[src/rtl/spi_cp0_master.sv]
// spi_cp0_master: SPI master behind a coprocessor-style register bank.
// The CPU reaches it through MTC0/MFC0 moves (ctrl/addr/wd/data_out).
// It has TX/RX FIFOs, all four SPI modes, a programmable half-period divider,
// N_CS chip selects and back-to-back frames.
// Optional feature: define SPI_LOOPBACK_EN to implement CTRL bit 7 (LOOP).
// When LOOP is set, the receiver samples the internal mosi instead of miso.

`ifndef W_SPI_CTRL
`define W_SPI_CTRL 2
`endif
`ifndef MT
`define MT 2'd1
`endif
`ifndef MF
`define MF 2'd2
`endif
`ifndef W_REG
`define W_REG 5
`endif

module spi_cp0_master #(
    parameter int unsigned W_DATA  = 32,
    parameter int unsigned W_FRAME = 8,
    parameter int unsigned DEPTH   = 4,
    parameter int unsigned N_CS    = 2
) (
    input  logic                   clk,
    input  logic                   rst,
    input  logic [`W_SPI_CTRL-1:0] ctrl,
    input  logic [`W_REG-1:0]      addr,
    input  logic [W_DATA-1:0]      wd,
    output logic [W_DATA-1:0]      data_out,
    output logic                   sclk,
    output logic                   mosi,
    input  logic                   miso,
    output logic [N_CS-1:0]        cs_n,
    output logic                   busy
);

    localparam int unsigned WR    = `W_REG;
    localparam int unsigned W_PTR = $clog2(DEPTH);
    localparam int unsigned W_CNT = W_PTR + 1;
    localparam int unsigned W_EC  = $clog2(2 * W_FRAME);

    localparam logic [WR-1:0]    A_CTRL   = WR'(0);
    localparam logic [WR-1:0]    A_DIV    = WR'(1);
    localparam logic [WR-1:0]    A_TX     = WR'(2);
    localparam logic [WR-1:0]    A_RX     = WR'(3);
    localparam logic [WR-1:0]    A_STATUS = WR'(4);
    localparam logic [W_EC-1:0]  EC_LAST  = W_EC'(2 * W_FRAME - 1);
    localparam logic [W_CNT-1:0] CNT_FULL = W_CNT'(DEPTH);

    typedef enum logic [1:0] {S_IDLE, S_LEAD, S_XFER, S_TRAIL} state_t;

    // Current bit presented on mosi for the chosen bit order.
    function automatic logic out_bit(input logic [W_FRAME-1:0] sh, input logic lsb);
        return lsb ? sh[0] : sh[W_FRAME-1];
    endfunction

    // Advance the TX shift register by one bit in the chosen bit order.
    function automatic logic [W_FRAME-1:0] shift_out(input logic [W_FRAME-1:0] sh, input logic lsb);
        return lsb ? {1'b0, sh[W_FRAME-1:1]} : {sh[W_FRAME-2:0], 1'b0};
    endfunction

    state_t state_q, state_d;

    // CPU-visible configuration
    logic en_q, en_d, cpol_q, cpol_d, cpha_q, cpha_d, lsb_q, lsb_d;
    logic [2:0] cs_sel_q, cs_sel_d;
    logic [7:0] div_q, div_d;
`ifdef SPI_LOOPBACK_EN
    logic loop_q, loop_d;
`endif

    // Per-frame snapshot of the configuration
    logic lat_cpol_q, lat_cpol_d, lat_cpha_q, lat_cpha_d, lat_lsb_q, lat_lsb_d;
    logic [2:0] lat_cs_q, lat_cs_d;
    logic [7:0] lat_div_q, lat_div_d;

    // Shift engine
    logic [7:0]         div_cnt_q, div_cnt_d;
    logic [W_EC-1:0]    edge_cnt_q, edge_cnt_d;
    logic [W_FRAME-1:0] tx_sh_q, tx_sh_d, rx_sh_q, rx_sh_d;
    logic               sclk_q, sclk_d, mosi_q, mosi_d;
    logic [N_CS-1:0]    cs_n_q, cs_n_d;

    // FIFOs and sticky flags
    logic [W_FRAME-1:0] tx_mem_q [DEPTH];
    logic [W_FRAME-1:0] tx_mem_d [DEPTH];
    logic [W_FRAME-1:0] rx_mem_q [DEPTH];
    logic [W_FRAME-1:0] rx_mem_d [DEPTH];
    logic [W_PTR-1:0]   tx_rd_q, tx_rd_d, tx_wr_q, tx_wr_d;
    logic [W_PTR-1:0]   rx_rd_q, rx_rd_d, rx_wr_q, rx_wr_d;
    logic [W_CNT-1:0]   tx_cnt_q, tx_cnt_d, rx_cnt_q, rx_cnt_d;
    logic               tx_ovf_q, tx_ovf_d, rx_ovf_q, rx_ovf_d;

    logic wr_en, rd_en, tx_full, tx_empty, rx_full, rx_empty;
    logic tx_push_req, tx_pop, tx_do_push;
    logic rx_pop_req, rx_push, rx_do_push, rx_do_pop, rx_bypass;
    logic [W_FRAME-1:0] tx_head, rx_push_data, rx_head;
    logic tick, sample_bit, odd_edge, sample_edge, shift_edge;
    logic unused_wd;

    assign wr_en       = (ctrl == `MT);
    assign rd_en       = (ctrl == `MF);
    assign tx_full     = (tx_cnt_q == CNT_FULL);
    assign tx_empty    = (tx_cnt_q == '0);
    assign rx_full     = (rx_cnt_q == CNT_FULL);
    assign rx_empty    = (rx_cnt_q == '0);
    assign tx_push_req = wr_en && (addr == A_TX);
    assign rx_pop_req  = rd_en && (addr == A_RX);
    assign tx_head     = tx_mem_q[tx_rd_q];
    assign tick        = (div_cnt_q == lat_div_q);
    assign unused_wd   = ^wd;

`ifdef SPI_LOOPBACK_EN
    assign sample_bit = loop_q ? mosi_q : miso;
`else
    assign sample_bit = miso;
`endif

    assign sclk = sclk_q;
    assign mosi = mosi_q;
    assign cs_n = cs_n_q;
    assign busy = (state_q != S_IDLE);

    // CPU writes to CTRL and DIV.
    always_comb begin
        en_d     = en_q;
        cpol_d   = cpol_q;
        cpha_d   = cpha_q;
        lsb_d    = lsb_q;
        cs_sel_d = cs_sel_q;
        div_d    = div_q;
`ifdef SPI_LOOPBACK_EN
        loop_d   = loop_q;
`endif
        if (wr_en && addr == A_CTRL) begin
            en_d     = wd[0];
            cpol_d   = wd[1];
            cpha_d   = wd[2];
            lsb_d    = wd[3];
            cs_sel_d = wd[6:4];
`ifdef SPI_LOOPBACK_EN
            loop_d   = wd[7];
`endif
        end
        if (wr_en && addr == A_DIV) begin
            div_d = wd[7:0];
        end
    end

    // Frame sequencer: next state, shift registers and registered pin values.
    always_comb begin
        state_d    = state_q;
        lat_cpol_d = lat_cpol_q;
        lat_cpha_d = lat_cpha_q;
        lat_lsb_d  = lat_lsb_q;
        lat_cs_d   = lat_cs_q;
        lat_div_d  = lat_div_q;
        div_cnt_d  = tick ? 8'd0 : div_cnt_q + 8'd1;
        edge_cnt_d = edge_cnt_q;
        tx_sh_d    = tx_sh_q;
        rx_sh_d    = rx_sh_q;
        sclk_d     = sclk_q;
        mosi_d     = mosi_q;
        tx_pop     = 1'b0;
        rx_push    = 1'b0;
        odd_edge    = (edge_cnt_q[0] == 1'b0);
        sample_edge = (odd_edge != lat_cpha_q);
        shift_edge  = !sample_edge && (edge_cnt_q != EC_LAST);

        if (state_q != S_IDLE && !en_q) begin
            // EN dropped mid-frame: abandon the frame, leave the FIFOs alone
            state_d   = S_IDLE;
            div_cnt_d = 8'd0;
            sclk_d    = cpol_q;
            mosi_d    = 1'b0;
        end else begin
            case (state_q)
                S_IDLE: begin
                    div_cnt_d  = 8'd0;
                    edge_cnt_d = '0;
                    sclk_d     = cpol_q;
                    mosi_d     = 1'b0;
                    if (en_q && !tx_empty) begin
                        tx_pop     = 1'b1;
                        state_d    = S_LEAD;
                        lat_cpol_d = cpol_q;
                        lat_cpha_d = cpha_q;
                        lat_lsb_d  = lsb_q;
                        lat_cs_d   = cs_sel_q;
                        lat_div_d  = div_q;
                        rx_sh_d    = '0;
                        if (!cpha_q) begin
                            mosi_d  = out_bit(tx_head, lsb_q);
                            tx_sh_d = shift_out(tx_head, lsb_q);
                        end else begin
                            tx_sh_d = tx_head;
                        end
                    end
                end
                S_LEAD: begin
                    if (tick) begin
                        state_d    = S_XFER;
                        edge_cnt_d = '0;
                    end
                end
                S_XFER: begin
                    // Each half-period ends with an sclk edge; the last one
                    // coincides with leaving XFER and restores idle polarity.
                    if (tick) begin
                        sclk_d = !sclk_q;
                        if (sample_edge) begin
                            rx_sh_d = lat_lsb_q ? {sample_bit, rx_sh_q[W_FRAME-1:1]}
                                                : {rx_sh_q[W_FRAME-2:0], sample_bit};
                        end
                        if (shift_edge) begin
                            mosi_d  = out_bit(tx_sh_q, lat_lsb_q);
                            tx_sh_d = shift_out(tx_sh_q, lat_lsb_q);
                        end
                        if (edge_cnt_q == EC_LAST) begin
                            state_d = S_TRAIL;
                            rx_push = 1'b1;
                        end else begin
                            edge_cnt_d = edge_cnt_q + W_EC'(1);
                        end
                    end
                end
                S_TRAIL: begin
                    if (tick) begin
                        if (en_q && !tx_empty) begin
                            // Back-to-back: skip LEAD, keep the chip select low
                            tx_pop     = 1'b1;
                            state_d    = S_XFER;
                            edge_cnt_d = '0;
                            rx_sh_d    = '0;
                            if (!lat_cpha_q) begin
                                mosi_d  = out_bit(tx_head, lat_lsb_q);
                                tx_sh_d = shift_out(tx_head, lat_lsb_q);
                            end else begin
                                tx_sh_d = tx_head;
                            end
                        end else begin
                            state_d = S_IDLE;
                            sclk_d  = cpol_q;
                            mosi_d  = 1'b0;
                        end
                    end
                end
                default: state_d = S_IDLE;
            endcase
        end

        rx_push_data = rx_sh_d;
        for (int unsigned i = 0; i < N_CS; i++) begin
            cs_n_d[i] = !((state_d != S_IDLE) && (lat_cs_d == 3'(i)));
        end
    end

    // FIFO bookkeeping and sticky overflow flags.
    always_comb begin
        tx_mem_d = tx_mem_q;
        rx_mem_d = rx_mem_q;
        tx_rd_d  = tx_rd_q;
        tx_wr_d  = tx_wr_q;
        tx_cnt_d = tx_cnt_q;
        rx_rd_d  = rx_rd_q;
        rx_wr_d  = rx_wr_q;
        rx_cnt_d = rx_cnt_q;
        tx_ovf_d = tx_ovf_q;
        rx_ovf_d = rx_ovf_q;

        tx_do_push = tx_push_req && (!tx_full || tx_pop);
        // Empty RX with a push and a pop together: the frame passes straight
        // through to data_out and the storage is untouched.
        rx_bypass  = rx_empty && rx_push && rx_pop_req;
        rx_do_pop  = rx_pop_req && !rx_empty;
        rx_do_push = rx_push && !rx_bypass && (!rx_full || rx_do_pop);

        if (tx_do_push) begin
            tx_mem_d[tx_wr_q] = wd[W_FRAME-1:0];
            tx_wr_d = tx_wr_q + W_PTR'(1);
        end
        if (tx_pop) begin
            tx_rd_d = tx_rd_q + W_PTR'(1);
        end
        case ({tx_do_push, tx_pop})
            2'b10:   tx_cnt_d = tx_cnt_q + W_CNT'(1);
            2'b01:   tx_cnt_d = tx_cnt_q - W_CNT'(1);
            default: tx_cnt_d = tx_cnt_q;
        endcase

        if (rx_do_push) begin
            rx_mem_d[rx_wr_q] = rx_push_data;
            rx_wr_d = rx_wr_q + W_PTR'(1);
        end
        if (rx_do_pop) begin
            rx_rd_d = rx_rd_q + W_PTR'(1);
        end
        case ({rx_do_push, rx_do_pop})
            2'b10:   rx_cnt_d = rx_cnt_q + W_CNT'(1);
            2'b01:   rx_cnt_d = rx_cnt_q - W_CNT'(1);
            default: rx_cnt_d = rx_cnt_q;
        endcase

        if (wr_en && addr == A_STATUS && wd[5]) tx_ovf_d = 1'b0;
        if (wr_en && addr == A_STATUS && wd[6]) rx_ovf_d = 1'b0;
        if (tx_push_req && tx_full && !tx_pop) tx_ovf_d = 1'b1;
        if (rx_push && rx_full && !rx_do_pop) rx_ovf_d = 1'b1;
    end

    // Combinational read port for MF moves.
    always_comb begin
        rx_head  = rx_bypass ? rx_push_data : (rx_empty ? '0 : rx_mem_q[rx_rd_q]);
        data_out = '0;
        if (rd_en) begin
            case (addr)
`ifdef SPI_LOOPBACK_EN
                A_CTRL:   data_out = W_DATA'({loop_q, cs_sel_q, lsb_q, cpha_q, cpol_q, en_q});
`else
                A_CTRL:   data_out = W_DATA'({1'b0, cs_sel_q, lsb_q, cpha_q, cpol_q, en_q});
`endif
                A_DIV:    data_out = W_DATA'(div_q);
                A_RX:     data_out = W_DATA'(rx_head);
                A_STATUS: data_out = W_DATA'({rx_ovf_q, tx_ovf_q, rx_empty, rx_full,
                                              tx_empty, tx_full, busy});
                default:  data_out = '0;
            endcase
        end
    end

    // All state, asynchronously reset to idle pins and empty FIFOs.
    always_ff @(posedge clk or posedge rst) begin
        if (rst) begin
            state_q    <= S_IDLE;
            en_q       <= 1'b0;
            cpol_q     <= 1'b0;
            cpha_q     <= 1'b0;
            lsb_q      <= 1'b0;
            cs_sel_q   <= '0;
            div_q      <= '0;
`ifdef SPI_LOOPBACK_EN
            loop_q     <= 1'b0;
`endif
            lat_cpol_q <= 1'b0;
            lat_cpha_q <= 1'b0;
            lat_lsb_q  <= 1'b0;
            lat_cs_q   <= '0;
            lat_div_q  <= '0;
            div_cnt_q  <= '0;
            edge_cnt_q <= '0;
            tx_sh_q    <= '0;
            rx_sh_q    <= '0;
            sclk_q     <= 1'b0;
            mosi_q     <= 1'b0;
            cs_n_q     <= '1;
            tx_mem_q   <= '{default: '0};
            rx_mem_q   <= '{default: '0};
            tx_rd_q    <= '0;
            tx_wr_q    <= '0;
            tx_cnt_q   <= '0;
            rx_rd_q    <= '0;
            rx_wr_q    <= '0;
            rx_cnt_q   <= '0;
            tx_ovf_q   <= 1'b0;
            rx_ovf_q   <= 1'b0;
        end else begin
            state_q    <= state_d;
            en_q       <= en_d;
            cpol_q     <= cpol_d;
            cpha_q     <= cpha_d;
            lsb_q      <= lsb_d;
            cs_sel_q   <= cs_sel_d;
            div_q      <= div_d;
`ifdef SPI_LOOPBACK_EN
            loop_q     <= loop_d;
`endif
            lat_cpol_q <= lat_cpol_d;
            lat_cpha_q <= lat_cpha_d;
            lat_lsb_q  <= lat_lsb_d;
            lat_cs_q   <= lat_cs_d;
            lat_div_q  <= lat_div_d;
            div_cnt_q  <= div_cnt_d;
            edge_cnt_q <= edge_cnt_d;
            tx_sh_q    <= tx_sh_d;
            rx_sh_q    <= rx_sh_d;
            sclk_q     <= sclk_d;
            mosi_q     <= mosi_d;
            cs_n_q     <= cs_n_d;
            tx_mem_q   <= tx_mem_d;
            rx_mem_q   <= rx_mem_d;
            tx_rd_q    <= tx_rd_d;
            tx_wr_q    <= tx_wr_d;
            tx_cnt_q   <= tx_cnt_d;
            rx_rd_q    <= rx_rd_d;
            rx_wr_q    <= rx_wr_d;
            rx_cnt_q   <= rx_cnt_d;
            tx_ovf_q   <= tx_ovf_d;
            rx_ovf_q   <= rx_ovf_d;
        end
    end

endmodule

[config.mk]
export PLATFORM = sky130hd
export DESIGN_NAME = spi_cp0_master
export DESIGN_NICKNAME = d
export VERILOG_FILES = /design/src/rtl/spi_cp0_master.sv
export SDC_FILE = /design/constraint.sdc
export NUM_CORES = 1
export LEC_CHECK = 0
export CAP_MARGIN = 5
export CORE_UTILIZATION = 52
export DETAILED_ROUTE_END_ITERATION = 10
export PLACE_DENSITY = 0.81
export SLEW_MARGIN = 30
export SYNTH_ARGS = -nofsm -noshare
export SYNTH_HDL_FRONTEND = slang
export SYNTH_SLANG_ARGS = --single-unit
[constraint.sdc]
create_clock -name clk -period 5.1 [get_ports clk]
set_input_delay 1.02 -clock clk [delete_from_list [all_inputs] [get_ports clk]]
set_output_delay 1.02 -clock clk [all_outputs]
set_load 0.005 [all_outputs]
Yosys cells after proc, flatten, opt, wreduce, memory -nomap -nowiden

Cells that the tools add are included.

Bits in registers: 142
Bits of input ports: 42
Word-level logic and storage cells: 229

Reductions and logical operators: 56
Bitwise operators: 6
Equal/unequal tests: 32
Multiplexer cells: 85
Order comparisons: 6
Add/sub/neg operators: 10

Operators with widths:

| cell                | number |
|---|---|
| $mux 8              | 28 |
| $bwmux 32           | 2 |
| $pmux 8 s3          | 2 |
| $bmux 8 s2          | 2 |
| $demux 8 s2         | 2 |
| $pmux 8 s4          | 1 |
| $mux 1              | 26 |
| $logic_and 1x1->1   | 24 |
| $mux 4              | 5 |
| $pmux 4 s4          | 1 |
| $mux 2              | 7 |
| $ne 2x2->1 const B  | 7 |
| $ge 3x3->1 const B  | 4 |
| $logic_not 1->1     | 12 |
| $ne 3x3->1 const B  | 4 |
| $not 2->3           | 4 |
| $pmux 3 s2          | 2 |
| $reduce_bool 2->1   | 6 |
| $eq 2x2->1 const B  | 5 |
| $eq 5x2->1 const B  | 2 |
| $logic_not 3->1     | 3 |
| $mux 3              | 3 |
| $add 2x1->2 const B | 4 |
| $add 8x1->8 const B | 1 |
| 27 further kinds    | 38 |

Depth between registers and ports, before layout

Gate-level depths: netlist (run 1).

Depth in word-level cells: 12
Depth in mapped cells: 14
Depth with buffers taken out: 13

Worst setup path after synthesis (run 1)

OpenSTA, ideal clock, no wires.

Kind: in2out
Start point: input addr[3]
End point: output data_out[1]
Cell stages on the path: 7
Required time: 4.080 ns
Path buffers: 2
Setup slack: 1.699 ns
Data arrival time: 2.381 ns
Cells stage by stage: or3_1 > buf_6 > nor4_4 > nor2b_1 > clkbuf_1 > a21oi_1 > o21ai_0

Cells in the longest elaborated chain, start to end: 6

Ends and longest elaborated chain:

| item               | RTL line | text |
|---|---|---|
| start: declaration | 30       | `` input logic [`W_REG-1:0] addr, `` |
| $eq 5x2->1         | 111, 318 |  |
| $logic_and 1x1->1  | 111      | `assign rx_pop_req = rd_en && (addr == A_RX);` |
| $logic_and 1x1->1  | 277      | `rx_bypass = rx_empty && rx_push && rx_pop_req;` |
| $mux 8             | 315      | `rx_head = rx_bypass ? rx_push_data : (rx_empty ? '0 : rx_mem_q[rx_rd_q]);` |
| $pmux 8 s4 *       | 318      | `case (addr)` |
| $mux 8 *           | 317      | `if (rd_en) begin` |
| end: declaration   | 32       | `output logic [W_DATA-1:0] data_out,` |

Every way passes the cells marked *; elsewhere a longest branch is shown, timed or not.

Worst setup path in the final report (run 1)

Start point: input addr[3]
End point: output data_out[2]

Same word-level chain as after synthesis.

==> flow_metrics.env, run 1 <==
export IMPL_synth_distinct_cells=70
export IMPL_clk_pin_slew_worst_paths_ns=0.06
export IMPL_io_pins=79
export IMPL_slowest_stage="clkdlybuf4s50_1"
export IMPL_finalCriticalPeriod_ns=4.64
export IMPL_netlist_instances=700
export IMPL_rsz0062_at_grt="false"
export IMPL_ys_async_sr_fraction_pct=100
export IMPL_antenna_found_initial=0
export IMPL_rr_startpoint="state_q[0]"
export IMPL_root_buffer="clkbuf_16"
export IMPL_power_leakage_nw=4.22
export IMPL_drt_antenna_violating_nets=0
export IMPL_grt_overflow=0
export IMPL_ys_ff_latch=142
export IMPL_fin_nets=784
export IMPL_worstHoldEndpoint="tx_mem_q[18]"
export IMPL_fin_crit_sh_pct=91.1
export IMPL_start_util_pct=53.3
export IMPL_status="finished clean"
export IMPL_grt_use_total_pct=25.0
export IMPL_clock_latency_ns=0.43
export IMPL_hp_class="reg -> reg"
export IMPL_die_w_um=127
export IMPL_fmax_mhz=215
export IMPL_io_buffers=30
export IMPL_path_max_fanout=6
export IMPL_drc_errors=0
export IMPL_powerDensity_nw_per_um2=422
export IMPL_clk_path_buf_depth=2
export IMPL_fin_skew_ns=0.00898
export IMPL_hold_ws_ns=0.497
export IMPL_synth_edf_count=0
export IMPL_cp_end_kind="output port"
export IMPL_numCtsBuffers=17
export IMPL_hold_viol=0
export IMPL_routedWlPerCell_um=20.3
export IMPL_yosysWarningCount=0
export IMPL_post_cts_setup_buffers=0
export IMPL_yosysTopAreaCell="dfrtp_1"
export IMPL_yosysSeqAreaShare_pct=43.8
export IMPL_via_per_inst=6.18
export IMPL_drv_slew=0
export IMPL_syn2layout_area_growth_pct=12.4
export IMPL_syn_area_per_cell_um2=11.6
export IMPL_syn_area_um2=8110
export IMPL_instances_no_fill=923
export IMPL_drv_cap=0
export IMPL_drt_wl_total_um=18700
export IMPL_dp_cells=893
export IMPL_max_slew_margin_rel_pct=35.6
export IMPL_cpMostUsedCell="clkdlybuf4s50_1"
export IMPL_final_common_cell="dfrtp_1"
export IMPL_drt_iter0_markers=356
export IMPL_hpwlAfterDp_um=13200
export IMPL_cts_sinks=142
export IMPL_cp_cell_sequence="clkdlybuf4s50_1, or3_1, nor4_4, nor2b_1, a21oi_1, o21ai_0, clkdlybuf4s50_1"
export IMPL_worstRegToRegCells=13
export IMPL_grt_pass1_vias=5837
export IMPL_worst_pin_slew_ns=0.964
export IMPL_num_vias=5701
export IMPL_layout_common_cells="dfrtp_1, mux2_2, mux2_4"
export IMPL_fin_util_pct=60.0
export IMPL_cp_top_family="simple AND/OR/NAND/NOR gates"
export IMPL_grt_max_degree=117
export IMPL_dr_pass1_iters=7
export IMPL_diodes=0
export IMPL_crit_arrival_ns=3.62
export IMPL_hold_buffers=0
export IMPL_core_um2=15200
export IMPL_grt_pass1_wl_um=30800
export IMPL_setup_violations=0
export IMPL_vdd_drop_max_mv=0.276
export IMPL_totalNegativeSetupSlack_ns=0
export IMPL_floorplan_die_area_um2=16100
export IMPL_ctsResizeCount=0
export IMPL_drive_gt1_share_pct=22.9
export IMPL_worstSetupPathType="in -> out"
export IMPL_hold_path_depth=1
export IMPL_critical_path_max_stage_delay_ns=0.56
export IMPL_hp_start="tx_mem_q[18]"
export IMPL_synthFlopType="dfrtp_1"
export IMPL_crit_required_ns=4.08
export IMPL_rows=45
export IMPL_start_kind="primary input"
export IMPL_r2r_end="rx_cnt_q[2]"
export IMPL_cts_tree="yes"
export IMPL_die_height_um=127
export IMPL_gp_congestion=0.878
export IMPL_critPathBufInv=2
export IMPL_yosysTopAreaCellShare_pct=43.2
export IMPL_ys_top_cells_by_area="dfrtp_1, mux2_2, mux2_4"
export IMPL_rrSetupSlack_ns=1.98
export IMPL_htree_levels=4
worst max path at each step:
| stage | from | end | slack (ns) | cells after the start |
|---|---|---|---|---|
| final | addr[3] | data_out[2] | 0.46 | 7 |
| after global routing | addr[2] | data_out[7] | 0.34 | 6 |
| after CTS | addr[3] | data_out[6] | 0.48 | 7 |
| after detailed placement | addr[3] | data_out[2] | 0.50 | 7 |
| after global placement | addr[3] | data_out[2] | 0.56 | 7 |
| after floorplan | rst | cpha_q | 0.27 | 1 |
worst register-to-register path, stage by stage (launching register included):
cell,delay [ns]
dfrtp_1,0.45
inv_1,0.10
ha_1,0.33
nor2_1,0.50
nor2_1,0.10
and4b_1,0.23
buf_4,0.21
inv_1,0.09
ha_1,0.18
inv_1,0.06
fa_1,0.37
xor2_1,0.15
nor2_1,0.12
xor2_1,0.16
area by class of cell:
type,instances,area (um^2)
multi-input combinational,493,4190
clock inverter,11,215
sequential,142,3560
timing repair buffer,38,360
tap,188,235
fill,1137,6080
inverter,32,128
clock buffer,19,433
sequential cells by signal (all words and copies together) (netlist names), 4 cells and up:
name / cells
div_q: 8
tx_sh_q: 8
edge_cnt_q: 4
lat_div_q: 8
rx_mem_q: 32
tx_mem_q: 32
div_cnt_q: 8
rx_sh_q: 8
per-layer routing:
metal,GRT usage [%],wire [um],vias up
met1,31.3,7840,2854
li1,-,-,2558
met4,12.5,629,0
met2,41.2,9210,237
met5,0,0,-
met3,5.48,1040,52
cells in the mapped netlist (all sizes together), types with 4 or more instances:
library cell / count
dfrtp: 140
mux2: 106
buf: 36
nand2: 35
inv: 32
mux2i: 30
nor2: 28
a21oi: 25
clkbuf: 20
a211oi: 19
ha: 16
nand3: 16
o21ai: 16
xnor2: 16
a22oi: 14
nor2b: 14
nor3: 12
o211ai: 12
xor2: 11
mux4: 10
nand2b: 9
a221oi: 6
a31oi: 6
nor4: 6
and3: 5
nand4: 5
o221ai: 4
o22ai: 4
or2: 4
report_power, final:
part | switching [mW] | internal [mW]
Sequential | 0.219 | 1.27
Combinational | 0.564 | 0.420
Clock | 0.467 | 0.911
Total | 1.25 | 2.60
logic make-up (layout without fill, tap and decap cells):
kind of cell    count (synthesis)  count (layout)  synth area share, %
buf+inv                        88             100                 5.55
xor+xnor                       27              27                 2.92
other cells                     1              24               0.0462
simple gates                  146             146                 10.2
fa+ha+maj                      18              18                 2.96
flops                         142             142                 43.8
compound gates                132             132                 11.8
mux                           146             146                 22.7
metrics by stage:
step	total power [mW]	instance area [um^2]	worst slack, ns
floorplan	2.22	8200	0.274
global placement	2.40	8470	0.565
detailed placement	2.47	8470	0.503
CTS	3.85	9110	0.481
global route	4.02	9120	0.335
finish	3.85	9120	0.456
Note: power is estimated with default switching activity, not from simulation.
==> run 2: changes to the inputs <==
- CORE_MARGIN: default -> 4
- PLACE_DENSITY: 0.81 -> 0.87
==> run 2 against run 1 <==
  * Flip-flop and latch count stayed put
  * Utilization down 0.53 points
  * Combinational power grew 0.9%
  * Maximum frequency is 1.2% lower
  * Die area increased by 9.7%
  * Non-clock buffer count did not move
  * Largest cell class unchanged
  * Highest routed layer unchanged
==> flow_metrics.env, run 2 (synthesis gave the netlist of run 1 again) <==
export IMPL_io_buffers=30
export IMPL_numCtsBuffers=17
export IMPL_cts_tree="yes"
export IMPL_rsz0062_at_grt="false"
export IMPL_finalCriticalPeriod_ns=4.70
export IMPL_grt_pass1_vias=5754
export IMPL_hold_viol=0
export IMPL_core_um2=15300
export IMPL_ff_latch_area_um2=3560
export IMPL_drt_wl_total_um=18000
export IMPL_worst_pin_slew_ns=0.883
export IMPL_crit_arrival_ns=3.68
export IMPL_drv_slew=0
export IMPL_gp_congestion=0.884
export IMPL_htree_levels=4
export IMPL_diodes=0
export IMPL_dr_pass1_iters=7
export IMPL_post_cts_setup_buffers=0
export IMPL_root_buffer="clkbuf_16"
export IMPL_totalNegativeSetupSlack_ns=0
export IMPL_fin_util_pct=59.5
export IMPL_rows=45
export IMPL_grt_use_total_pct=21.3
export IMPL_clock_latency_ns=0.43
export IMPL_clk_path_buf_depth=2
export IMPL_start_kind="flip-flop"
export IMPL_hpwlAfterDp_um=12800
export IMPL_final_common_cell="dfrtp_1"
export IMPL_status="finished clean"
export IMPL_path_max_fanout=10
export IMPL_worstSetupPathType="reg -> out"
export IMPL_drv_cap=0
export IMPL_cp_end_kind="output port"
export IMPL_hp_class="reg -> reg"
export IMPL_fin_area_um2=9070
export IMPL_num_vias=5581
export IMPL_post_dp_cell_area_um2=8500
export IMPL_grt_overflow=0
export IMPL_drt_iter0_markers=523
export IMPL_drc_errors=0
export IMPL_finalPower_mw=3.68
export IMPL_vdd_drop_max_mv=0.313
export IMPL_grt_pass1_wl_um=30200
export IMPL_power_leakage_nw=4.18
export IMPL_floorplan_die_area_um2=17700
export IMPL_fillers=1162
export IMPL_start_util_pct=53.2
export IMPL_die_height_um=133
export IMPL_drive_gt1_share_pct=23.2
export IMPL_fin_nets=784
export IMPL_antenna_found_initial=0
export IMPL_grt_max_degree=87
export IMPL_fin_skew_ns=0.0107
export IMPL_routedWlPerCell_um=19.0
export IMPL_max_slew_margin_rel_pct=41.0
export IMPL_via_per_inst=5.89
export IMPL_drt_antenna_violating_nets=0
export IMPL_fin_crit_sh_pct=92.1
export IMPL_ctsResizeCount=0
export IMPL_clk_pin_slew_worst_paths_ns=0.06
export IMPL_fmax_mhz=213
export IMPL_setup_violations=0
export IMPL_multiInputGateArea_um2=4190
export IMPL_die_w_um=133
export IMPL_powerDensity_nw_per_um2=406
export IMPL_crit_required_ns=4.08
export IMPL_io_pins=79
export IMPL_layout_common_cells="dfrtp_1, mux2_2, mux2_4"
export IMPL_syn2layout_area_growth_pct=11.8
export IMPL_largestRegisters="rx_mem_q (32), tx_mem_q (32)"
export IMPL_cts_sinks=142
export IMPL_hold_buffers=0
[run 2: cell count changes in the layout (fill, tap and decap cells not counted), sizes merged]
cell	delta
clkinvlp	+3
clkinv	+4
clkbuf	-1
bufinv	-4
[run 2: layer usage]
metal	wire length [um]	part of all wire (%)	vias to the layer above	track usage, %
li1	-	-	2577	-
met1	7700	43	2741	28.4
met2	8620	48	219	34.4
met3	1170	6.5	44	4.33
met4	502	2.8	0	8.03
met5	0	0	-	0
[run 2: where the power goes]
part           leakage, nW  switching, mW  internal, mW
clock                0.272          0.496         0.718
combinational         1.99          0.572         0.420
sequential            1.91          0.203          1.27
total                 4.18           1.27          2.41
[run 2: path summary, 6_finish.rpt]
check,to,slack (ns),from,cells after the start
min in group asynchronous,rx_cnt_q[2],1.09,rst,2
max reg2reg,rx_cnt_q[2],1.92,state_q[0],13
max in group asynchronous,tx_rd_q[0],3.06,rst,3
min reg2reg,tx_mem_q[19],0.49,tx_mem_q[19],1
max,data_out[7],0.40,div_cnt_q[0],7
min,tx_mem_q[19],0.49,tx_mem_q[19],1
[run 2: area by class of cell]
| cell class | instances | share of cell area [%] |
|---|---|---|
| repair buffers | 38 | 3.97 |
| clock inverters | 14 | 1.60 |
| well taps | 211 | 2.91 |
| clock buffers | 18 | 4.73 |
| inverters | 32 | 1.38 |
| multi-input cells | 493 | 46.2 |
| flip-flops and latches | 142 | 39.2 |
[run 2: per-stage QoR]
| stage | hold slack (ns) | cells | setup slack, ns |
|---|---|---|---|
| detailed placement | 0.481 | 916 | 0.509 |
| global placement | 0.473 | 916 | 0.516 |
| CTS | 0.494 | 948 | 0.451 |
| floorplan | 0.453 | 723 | 0.274 |
| global route | 0.499 | 948 | 0.196 |
| finish | 0.488 | 948 | 0.402 |
[run 2: critical path: stages (launching register included)]
cell and delay, ns:
dfrtp_1 0.45, xnor2_1 0.16, nand4_1 0.27, or2_1 0.47, nor3_1 0.60, nand3_1 0.35, o22ai_1 0.38, clkdlybuf4s50_1 0.57
